<file path="src/rtl/seg_pkg.sv">
// Shared constants and helpers for the multiplexed 7-segment display path.
// Sized for up to 32 digits and 128 value bits.
package seg_pkg;

   localparam int NIB_W      = 4;
   localparam int MAX_DIGITS = 32;
   localparam int MAX_VAL_W  = 128;

   function automatic logic [MAX_DIGITS-1:0] sel_all_off();
      return '1;
   endfunction

   // Evaluated at 32 bits so the page*step product cannot wrap before the clamp.
   function automatic int unsigned clamp_off(int unsigned pg, int unsigned step, int unsigned lim);
      int unsigned prod;
      prod = pg * step;
      return (prod > lim) ? lim : prod;
   endfunction

   function automatic logic [NIB_W-1:0] nib_at(logic [MAX_VAL_W-1:0] v, int unsigned pos);
      return NIB_W'(v >> (NIB_W * pos));
   endfunction

endpackage

</file>
<file path="src/rtl/seg_scan_pager_if.sv">
// Display-side bundle: scan control and value in, digit select and nibble out.
// The master modport drives the value and page; the slave modport is the pager.
interface seg_scan_pager_if #(
   parameter int NIBBLES = 6,
   parameter int DIGITS  = 4,
   parameter int PAGE_W  = 2
);
   import seg_pkg::*;

   logic                     scan_en;
   logic [PAGE_W-1:0]        page;
   logic [NIB_W*NIBBLES-1:0] value;
   logic [DIGITS-1:0]        sel;
   logic [NIB_W-1:0]         hex_out;
   logic                     blank;
   logic                     frame_start;

   modport master (
      output scan_en, page, value,
      input  sel, hex_out, blank, frame_start
   );

   modport slave (
      input  scan_en, page, value,
      output sel, hex_out, blank, frame_start
   );

endinterface

</file>
<file path="src/rtl/seg_prescaler.sv">
// Purpose: divide-by-DIV tick generator with enable and synchronous clear (also used for blink timing).
// Latency: tick is high during the DIV-th enabled cycle after a clear.
// Backpressure: none; counter holds while en is low, clr wins over en.
module seg_prescaler #(
   parameter int DIV = 50000
) (
   input  logic clk,
   input  logic rst_n,
   input  logic en,
   input  logic clr,
   output logic tick
);

   localparam int            CW   = (DIV > 2) ? $clog2(DIV) : 1;
   localparam logic [CW-1:0] LAST = CW'(DIV - 1);

   logic [CW-1:0] cnt;

   assign tick = en && (cnt == LAST);

   always_ff @(posedge clk or negedge rst_n) begin
      if (!rst_n) begin
         cnt <= '0;
      end else if (clr) begin
         cnt <= '0;
      end else if (en) begin
         cnt <= (cnt == LAST) ? '0 : cnt + 1'b1;
      end
   end

endmodule

</file>
<file path="src/rtl/seg_scan_pager.sv">
// Purpose: paged, self-scanning hex digit driver; leading-zero blanking when SEG_LZ_BLANK_EN is defined.
// Latency: outputs registered, one digit step per SCAN_DIV cycles; value sampled only at frame start.
// Backpressure: none; scan_en low parks the scan with all digits off.
module seg_scan_pager #(
   parameter int NIBBLES   = 6,
   parameter int DIGITS    = 4,
   parameter int PAGE_W    = 2,
   parameter int PAGE_STEP = 2,
   parameter int SCAN_DIV  = 50000
) (
   input  logic              clk,
   input  logic              rst_n,
   seg_scan_pager_if.slave   bus
);
   import seg_pkg::*;

   localparam int IW = (DIGITS > 1) ? $clog2(DIGITS) : 1;
   localparam int OW = (NIBBLES > 1) ? $clog2(NIBBLES) : 1;
   localparam int VW = NIB_W * NIBBLES;

   localparam logic [MAX_DIGITS-1:0] SEL_OFF  = sel_all_off();
   localparam logic [IW-1:0]         IDX_LAST = IW'(DIGITS - 1);

   logic                tick;
   logic [IW-1:0]       idx;
   logic [VW-1:0]       snap;
   logic [OW-1:0]       off;
   logic [DIGITS-1:0]   sel_q;
   logic [NIB_W-1:0]    hex_q;
   logic                blank_q;
   logic                fs_q;

   logic [IW-1:0]       idx_next;
   logic                wrap;
   logic [VW-1:0]       src_val;
   logic [OW-1:0]       off_new;
   logic [OW-1:0]       src_off;
   int unsigned         pos;
   logic [NIB_W-1:0]    nib;
   logic [DIGITS-1:0]   sel_nxt;
   logic [NIB_W-1:0]    hex_nxt;
   logic                blank_nxt;
`ifdef SEG_LZ_BLANK_EN
   logic [VW-1:0]       upper;
`endif

   seg_prescaler #(.DIV(SCAN_DIV)) u_prescaler (
      .clk   (clk),
      .rst_n (rst_n),
      .en    (bus.scan_en),
      .clr   (!bus.scan_en),
      .tick  (tick)
   );

   // On the frame-start edge the incoming value/offset feed the outputs directly,
   // so the first digit agrees with the snapshot captured on that same edge.
   always_comb begin
      idx_next  = (idx == IDX_LAST) ? '0 : idx + 1'b1;
      wrap      = (idx_next == '0);
      off_new   = OW'(clamp_off(32'(bus.page), PAGE_STEP, NIBBLES - DIGITS));
      src_val   = wrap ? bus.value : snap;
      src_off   = wrap ? off_new : off;
      pos       = 32'(src_off) + 32'(idx_next);
      nib       = nib_at(MAX_VAL_W'(src_val), pos);
      sel_nxt   = SEL_OFF[DIGITS-1:0];
      sel_nxt[idx_next] = 1'b0;
      hex_nxt   = nib;
      blank_nxt = 1'b0;
`ifdef SEG_LZ_BLANK_EN
      upper = src_val >> (NIB_W * pos);
      if ((idx_next != '0) && (upper == '0)) begin
         blank_nxt = 1'b1;
         hex_nxt   = '0;
      end
`endif
   end

   always_ff @(posedge clk or negedge rst_n) begin
      if (!rst_n) begin
         idx     <= IDX_LAST;
         snap    <= '0;
         off     <= '0;
         sel_q   <= SEL_OFF[DIGITS-1:0];
         hex_q   <= '0;
         blank_q <= 1'b0;
         fs_q    <= 1'b0;
      end else if (!bus.scan_en) begin
         idx   <= IDX_LAST;
         sel_q <= SEL_OFF[DIGITS-1:0];
         fs_q  <= 1'b0;
      end else if (tick) begin
         idx     <= idx_next;
         sel_q   <= sel_nxt;
         hex_q   <= hex_nxt;
         blank_q <= blank_nxt;
         fs_q    <= wrap;
         if (wrap) begin
            snap <= bus.value;
            off  <= off_new;
         end
      end else begin
         fs_q <= 1'b0;
      end
   end

   assign bus.sel         = sel_q;
   assign bus.hex_out     = hex_q;
   assign bus.blank       = blank_q;
   assign bus.frame_start = fs_q;

endmodule

</file>
<file path="src/flat_wrapper.sv">
// flat-port wrapper written by rule: the top's interface ports become plain ports
module seg_scan_pager_flat import seg_pkg::*;
#(
   parameter int NIBBLES   = 6,
   parameter int DIGITS    = 4,
   parameter int PAGE_W    = 2,
   parameter int PAGE_STEP = 2,
   parameter int SCAN_DIV  = 50000
)
  (clk, rst_n, bus_scan_en, bus_page, bus_value, bus_sel, bus_hex_out, bus_blank, bus_frame_start);
  seg_scan_pager_if #(.NIBBLES(NIBBLES), .DIGITS(DIGITS), .PAGE_W(PAGE_W)) bus_i ();
  input  logic clk;
  input  logic rst_n;
  input wire logic [$bits(bus_i.scan_en)-1:0] bus_scan_en;
  input wire logic [$bits(bus_i.page)-1:0] bus_page;
  input wire logic [$bits(bus_i.value)-1:0] bus_value;
  output wire logic [$bits(bus_i.sel)-1:0] bus_sel;
  output wire logic [$bits(bus_i.hex_out)-1:0] bus_hex_out;
  output wire logic [$bits(bus_i.blank)-1:0] bus_blank;
  output wire logic [$bits(bus_i.frame_start)-1:0] bus_frame_start;
  assign bus_i.scan_en = bus_scan_en;
  assign bus_i.page = bus_page;
  assign bus_i.value = bus_value;
  assign bus_sel = bus_i.sel;
  assign bus_hex_out = bus_i.hex_out;
  assign bus_blank = bus_i.blank;
  assign bus_frame_start = bus_i.frame_start;
  seg_scan_pager #(.NIBBLES(NIBBLES), .DIGITS(DIGITS), .PAGE_W(PAGE_W), .PAGE_STEP(PAGE_STEP), .SCAN_DIV(SCAN_DIV)) u_core (.clk(clk), .rst_n(rst_n), .bus(bus_i));
endmodule
</file>
<file path="config.mk">
export PLATFORM = sky130hd
export DESIGN_NAME = seg_scan_pager_flat
export DESIGN_NICKNAME = d
export VERILOG_FILES = /design/src/rtl/seg_pkg.sv /design/src/rtl/seg_scan_pager_if.sv /design/src/rtl/seg_prescaler.sv /design/src/rtl/seg_scan_pager.sv /design/src/flat_wrapper.sv
export SDC_FILE = /design/constraint.sdc
export NUM_CORES = 1
export LEC_CHECK = 0
export CORE_MARGIN = 2
export CORE_UTILIZATION = 50
export CTS_CLUSTER_DIAMETER = 60
export CTS_CLUSTER_SIZE = 8
export DETAILED_ROUTE_END_ITERATION = 7
export PLACE_DENSITY = 0.8
export SLEW_MARGIN = 20
export SYNTH_ARGS = -nofsm -noshare
export SYNTH_HDL_FRONTEND = slang
export SYNTH_HIERARCHICAL = 1
export SYNTH_SLANG_ARGS = --single-unit
</file>
<file path="constraint.sdc">
create_clock -name clk -period 3.71 [get_ports clk]
set_clock_uncertainty 0.05 [all_clocks]
set_input_delay 0.742 -clock clk [delete_from_list [all_inputs] [get_ports clk]]
set_output_delay 0.742 -clock clk [all_outputs]
set_load 0.02 [all_outputs]
</file>
Word-level counts from Yosys, hierarchy flattened:

Index checks and enable logic that the tools add are counted.
Widths: inputs -> output; s select.

* logic and storage cells: 36
* bits of input ports: 29
* register bits: 54
* output and inout bits: 10

* equality and inequality tests: 3
* $add $sub $neg: 3
* multiplexer cells: 14
* magnitude comparators: 3
* reduce and logical (&&, ||, !) cells: 4
* bitwise gates (word level): 1
* shifts and indexed selects: 1

Operators by type and width (count)
* $mux 16: 2
* $shr 24x32->4: 1
* $mux 24: 1
* $add 16x1->16 const B: 1
* $eq 16x16->1 const B: 1
* $mux 4: 2
* $mux 2: 3
* $mux 3: 2
* $add 3x2->4: 1
* $not 4->4: 1
* $gt 3x2->1 const B: 1
* $lt 2x3->1 const B: 1
* $mux 1: 3
* $add 2x1->2 const B: 1
* $demux 1 s2: 1
* $eq 2x2->1 const B: 1
* $ge 2x1->1 const B: 1
* $logic_and 1x1->1: 2
* $logic_not 2->1: 1
* $ne 2x1->1 const B: 1
* $reduce_and 2->1: 1

Logic depth before layout (Yosys ltp):

* depth in word-level cells: 9
* depth in mapped cells: 12
* gate-level depth less buffers: 10

Modules after synthesis:

Netlist, hierarchy kept.

Modules (own cells, without submodules)
* seg_scan_pager: sequential area each 958.4 um^2, times used 1, area an instance 1950.6 um^2, cells an instance 163
* seg_prescaler: sequential area each 400.4 um^2, times used 1, area an instance 991.0 um^2, cells an instance 95

Worst setup path before layout:

No wires, ideal clock.

* path kind: reg2reg
* start point: register u_core.idx[0]
* end point: register u_core.hex_q[2], in the netlist u_core/bus.hex_out[2]
* path buffers: 2
* stages on the path, launching flop included: 13
* library setup time: 0.121 ns
* arrival time: 2.525 ns
* data required time: 3.539 ns
* path slack: 1.014 ns
* period minus slack after synthesis: 2.696 ns
* cells stage by stage: dfstp_2 -> ha_1 -> nor2_1 -> a21oi_1 -> inv_1 -> fa_1 -> buf_4 -> buf_4 -> mux2i_1 -> nor2_1 -> a21oi_1 -> o21ai_1 -> a22o_1

* longest elaborated chain between the ends: 6
* elaborated cells between the ends (all ways): 8
* classes of those cells: add/sub: 2; eq/ne: 1; shift: 1; mux: 3; reduce/logical: 1

Ends and longest elaborated chain
* start, declared: RTL line seg_scan_pager.sv:25 `logic [IW-1:0] idx;`
* start signal, assigned: RTL line seg_scan_pager.sv:92 `idx <= idx_next;`
* $add 2x1->2 / $eq 2x2->1 (equally long branches): RTL line seg_scan_pager.sv:58 `idx_next = (idx == IDX_LAST) ? '0 : idx + 1'b1;`
* $mux 2 *: RTL line seg_scan_pager.sv:58
* $logic_not 2->1 *: RTL line seg_scan_pager.sv:59 `wrap = (idx_next == '0);`
* $mux 3 *
* named net u_core.src_off[1]: RTL line seg_scan_pager.sv:37 `logic [OW-1:0] src_off;`
* $add 3x2->4 *: RTL line seg_scan_pager.sv:63 `pos = 32'(src_off) + 32'(idx_next);`
* $shr 24x32->4 *: RTL line seg_pkg.sv:21 `return NIB_W'(v >> (NIB_W * pos));`
* end signal, assigned: RTL line seg_scan_pager.sv:94 `hex_q <= hex_nxt;`
* end, declared: RTL line seg_scan_pager.sv:29 `logic [NIB_W-1:0] hex_q;`

Mark *: on every way through the listed nets, which the timed path passes. The rest lies on a longest branch.
A chain may end at the register's enable or synchronous reset.

Worst setup path in the final report:

* start point: register u_core.idx[0]
* end point: register u_core.hex_q[1], in the netlist u_core/bus.hex_out[1]

The elaborated chain is that of the path after synthesis.

==> impl_summary.log <==
[metrics] status: completed
[metrics] post-CTS setup buffers: 0
[metrics] post-synthesis instance total: 258
[metrics] Total Routing Usage GR: 19.0%
[metrics] die boundary width: 80.7 um
[metrics] switching share of total power: between 20% and 30%
[metrics] arrival time worst endpoint: between 3 and 4 ns
[metrics] setup repair after global routing missed its margin: false
[metrics] number of antenna violations at the first check in global routing: 0
[metrics] Period minus WS final: 2.98 ns
[metrics] remaining design rule violation count: 0
[metrics] number of enable flip-flop cells after synthesis: 0
[metrics] vertical extent of the die: a little over 80 um
[metrics] final core utilization: 62.0%
[metrics] global-route wire length before repair: 9430 um
[metrics] count of distinct cell types in the synthesized netlist: 59
[metrics] Setup TNS: 0 ns
[metrics] Highest Clock Rate: 0.336 GHz
[metrics] total number of placement rows: 27
[metrics] Resized cells post-CTS: 0
[metrics] cell area after synthesis: 0.00294 mm^2
[metrics] Reg power frac: 56.2%
[metrics] internal cell power: 834 uW
[metrics] Worst Setup Path Type: register to register
[metrics] nature of the critical path startpoint: register
[metrics] share of layout cells above drive strength 1: 21.5%
[metrics] crit end category: register
[metrics] area leader, netlist: sky130_fd_sc_hd__dfrtp_1
[metrics] total power: 1.05 mW
[metrics] initial detailed-routing violation count: 104
[metrics] number of global-route vias before repair: a little over 2000
[metrics] total die area: approximately 0.0065 mm^2
[metrics] TritonCTS clock tree: built
[metrics] total via count after detailed routing: 2053
[metrics] number of search-and-repair iterations in the first detailed-routing pass: 4
[metrics] static leakage: 1.55 nW
[metrics] pin count of the biggest net entering global routing: 35
[metrics] drt wl/cell: about 15 um
[metrics] Mapped Avg Cell Area: 11.4 um^2
[metrics] Area growth syn-to-layout: 18.2%
[metrics] count of non-filler cells in the finished layout: between 300 and 400
[metrics] final RePlAce weighted congestion: approximately 0.87
[metrics] H-tree lvl count: 2
[metrics] TritonCTS Buffers: 5
[metrics] power density over cell area: 303 mW/mm^2
[metrics] Final Cycle Share: 80.3%
[metrics] syn nets: 295
[metrics] starting utilization of the core area: between 50% and 60%
[metrics] total of buffers placed on input and output ports: 37
[metrics] boundary pin count: 39
[metrics] fin nets: 334
[metrics] combinational group share of total power: 7.7%
[metrics] post-synth top area share: 40.8%
[metrics] count of filler cells inserted in the layout: 463
[metrics] setup slack after layout: ~0.73 ns
[metrics] setup violation total in the final timing report: 0
[metrics] final-report hold violation count: 0
[metrics] Floorplan Core Area: 0.00561 mm^2
[metrics] pre-CTS WS: roughly 0.46 ns
[metrics] critical path fanouts, max: 12
[metrics] top cell types by occurrence after synthesis: sky130_fd_sc_hd__dfrtp_1 (48), sky130_fd_sc_hd__mux2_2 (28), sky130_fd_sc_hd__nand2_1 (21)
[metrics] synthesized flop and latch total: 54
[metrics] net switching power figure: 220 uW
[metrics] Routed Antenna Nets: 0
[metrics] top post-synthesis cells by area: sky130_fd_sc_hd__dfrtp_1 (41%), sky130_fd_sc_hd__mux2_2 (11%), sky130_fd_sc_hd__dfstp_2 (5.4%)
[metrics] Sinks on Clock Net: 54
[metrics] total area of sequential cells: 0.00136 mm^2
[metrics] reported max-cap violation count: 0
[metrics] multi-input combinational cell area: approximately 0.0015 mm^2
[metrics] vias per std cell: roughly 5.5
[metrics] Worst Hold Class: input pin to asynchronous set/reset pin
[metrics] DP Cell Count: roughly 360
[metrics] number of warnings printed during yosys synthesis: 6
[metrics] total overflow reported by the global router: 0
[metrics] transition time at the pin with the least slew margin: around 0.72 ns
[metrics] number of hold-repair buffers added at the cts stage: 0
[metrics] worst ir drop on vdd: 192 uV
[metrics] most instantiated library cell after synthesis: sky130_fd_sc_hd__dfrtp_1
[metrics] sequential area share after synthesis: 46.2%
[metrics] DPL Wire Length: 4260 um
[metrics] CTS Root Cell: sky130_fd_sc_hd__clkbuf_8
[metrics] data required time at the worst endpoint: between 3 and 4 ns
[metrics] async set or reset register ratio after synthesis: 100%
[metrics] final routed wirelength across all metal layers: 5700 um
[metrics] Bufs on Longest Clock Path: 2
[metrics] Max Slew Vio Count: 0
[metrics] dominant register cell in the synthesized netlist: sky130_fd_sc_hd__dfrtp_1
[metrics] clock latency at the later pin of the worst-skew pair: 0.30 ns
[metrics] clock-pin slew on the worst setup and hold paths: about 0.090 ns
[metrics] Relative slew margins: 52.2%
[metrics] clock network power share: 36.1%
[metrics] diode count: 0
power by group through the flow:
| stage | combinational [mW] | clock (mW) | sequential [mW] |
|---|---|---|---|
| 6_report | 0.0809 | 0.381 | 0.593 |
| 5_1_grt | 0.0892 | 0.425 | 0.594 |
| 4_1_cts | 0.0824 | 0.399 | 0.593 |
| 3_5_place_dp | 0.0817 | 0 | 0.604 |
| 3_3_place_gp | 0.0801 | 0 | 0.604 |
| 2_1_floorplan | 0.0324 | 0 | 0.604 |
critical path: stages (launching register included):
cell and delay (ns):
sky130_fd_sc_hd__dfstp_2 0.68, sky130_fd_sc_hd__ha_1 0.26, sky130_fd_sc_hd__nor2_1 0.06, sky130_fd_sc_hd__a21oi_1 0.16, sky130_fd_sc_hd__inv_1 0.09, sky130_fd_sc_hd__fa_1 0.73, sky130_fd_sc_hd__buf_4 0.24, sky130_fd_sc_hd__nand3_1 0.09
sky130_fd_sc_hd__a221o_1 0.36, sky130_fd_sc_hd__nand4_1 0.09, sky130_fd_sc_hd__a22o_1 0.12
final timing paths:
check	from	end	slack [ns]	cells past startpoint
max reg2reg	u_core/idx[0]$_DFFE_PN1P_	u_core/bus.hex_out[1]$_DFFE_PN0P_	0.73	10
min	rst_n	u_core/snap[5]$_DFFE_PN0P_	0.43	1
min in group clk	u_core/snap[9]$_DFFE_PN0P_	u_core/snap[9]$_DFFE_PN0P_	0.45	2
max in group asynchronous	rst_n	u_core/bus.sel[0]$_DFFE_PN1P_	2.40	2
min reg2reg	u_core/snap[9]$_DFFE_PN0P_	u_core/snap[9]$_DFFE_PN0P_	0.45	2
max	u_core/idx[0]$_DFFE_PN1P_	u_core/bus.hex_out[1]$_DFFE_PN0P_	0.73	10
cell type report:
class	count	area share (%)
Multi-Input combinational cell	182	42.3
Clock inverter	1	0.864
Inverter	11	1.19
Timing Repair Buffer	43	11.8
Clock buffer	7	2.20
Tap cell	72	2.59
Sequential cell	54	39.1
metal layers:
metal | vias up | GRT usage (%) | wire length (um)
li1 | 1008 | - | -
met2 | 37 | 32.3 | 2870
met5 | - | 0 | 0
met1 | 1000 | 24.2 | 2520
met4 | 0 | 6.27 | 80
met3 | 8 | 4.16 | 223
sequential cells by signal (all words and copies together) (netlist names):
register                cells
u_core/bus.hex_out          4
u_core/bus.sel              4
u_core/snap                24
u_core/off                  3
u_core/idx                  2
u_core/bus.frame_start      1
u_core/u_prescaler/cnt     16
stage by stage:
step / hold slack, ns / area [um^2]
floorplan: 0.395 / 2940
global placement: 0.416 / 3370
detailed placement: 0.435 / 3370
CTS: 0.457 / 3480
global route: 0.483 / 3480
finish: 0.434 / 3480
logic make-up (layout without fill, tap and decap cells):
group | Yosys count | in the layout | share of synthesized area [%]
buffers and inverters | 22 | 62 | 3.87
AO/OA/AOI/OAI | 44 | 44 | 11.4
adder cells (fa/ha/maj) | 8 | 8 | 3.66
AND/OR/NAND/NOR | 79 | 79 | 15.7
flip-flops | 54 | 54 | 46.2
multiplexers | 36 | 36 | 14.3
XOR/XNOR | 14 | 14 | 4.81
other | 1 | 1 | 0.127
placed cells by master, fill, tap and decap left out, types with 4 or more instances in the layout:
cell,Yosys,routed
sky130_fd_sc_hd__o21ai_0,7,7
sky130_fd_sc_hd__ha_1,7,7
sky130_fd_sc_hd__nor2_1,18,18
sky130_fd_sc_hd__dfstp_2,6,6
sky130_fd_sc_hd__nand4_1,10,10
sky130_fd_sc_hd__mux2_2,28,28
sky130_fd_sc_hd__buf_4,6,6
sky130_fd_sc_hd__mux2i_1,6,6
sky130_fd_sc_hd__clkdlybuf4s50_1,0,36
sky130_fd_sc_hd__inv_1,11,11
sky130_fd_sc_hd__clkbuf_8,0,5
sky130_fd_sc_hd__nand2b_1,4,4
sky130_fd_sc_hd__o21ai_1,4,4
sky130_fd_sc_hd__a21oi_1,6,6
sky130_fd_sc_hd__dfrtp_1,48,48
sky130_fd_sc_hd__xnor2_1,8,8
sky130_fd_sc_hd__a22o_1,5,5
sky130_fd_sc_hd__xor2_1,5,5
sky130_fd_sc_hd__nand2_1,21,21
sky130_fd_sc_hd__nand3_1,4,4
Power figures use the tool's default switching activity.
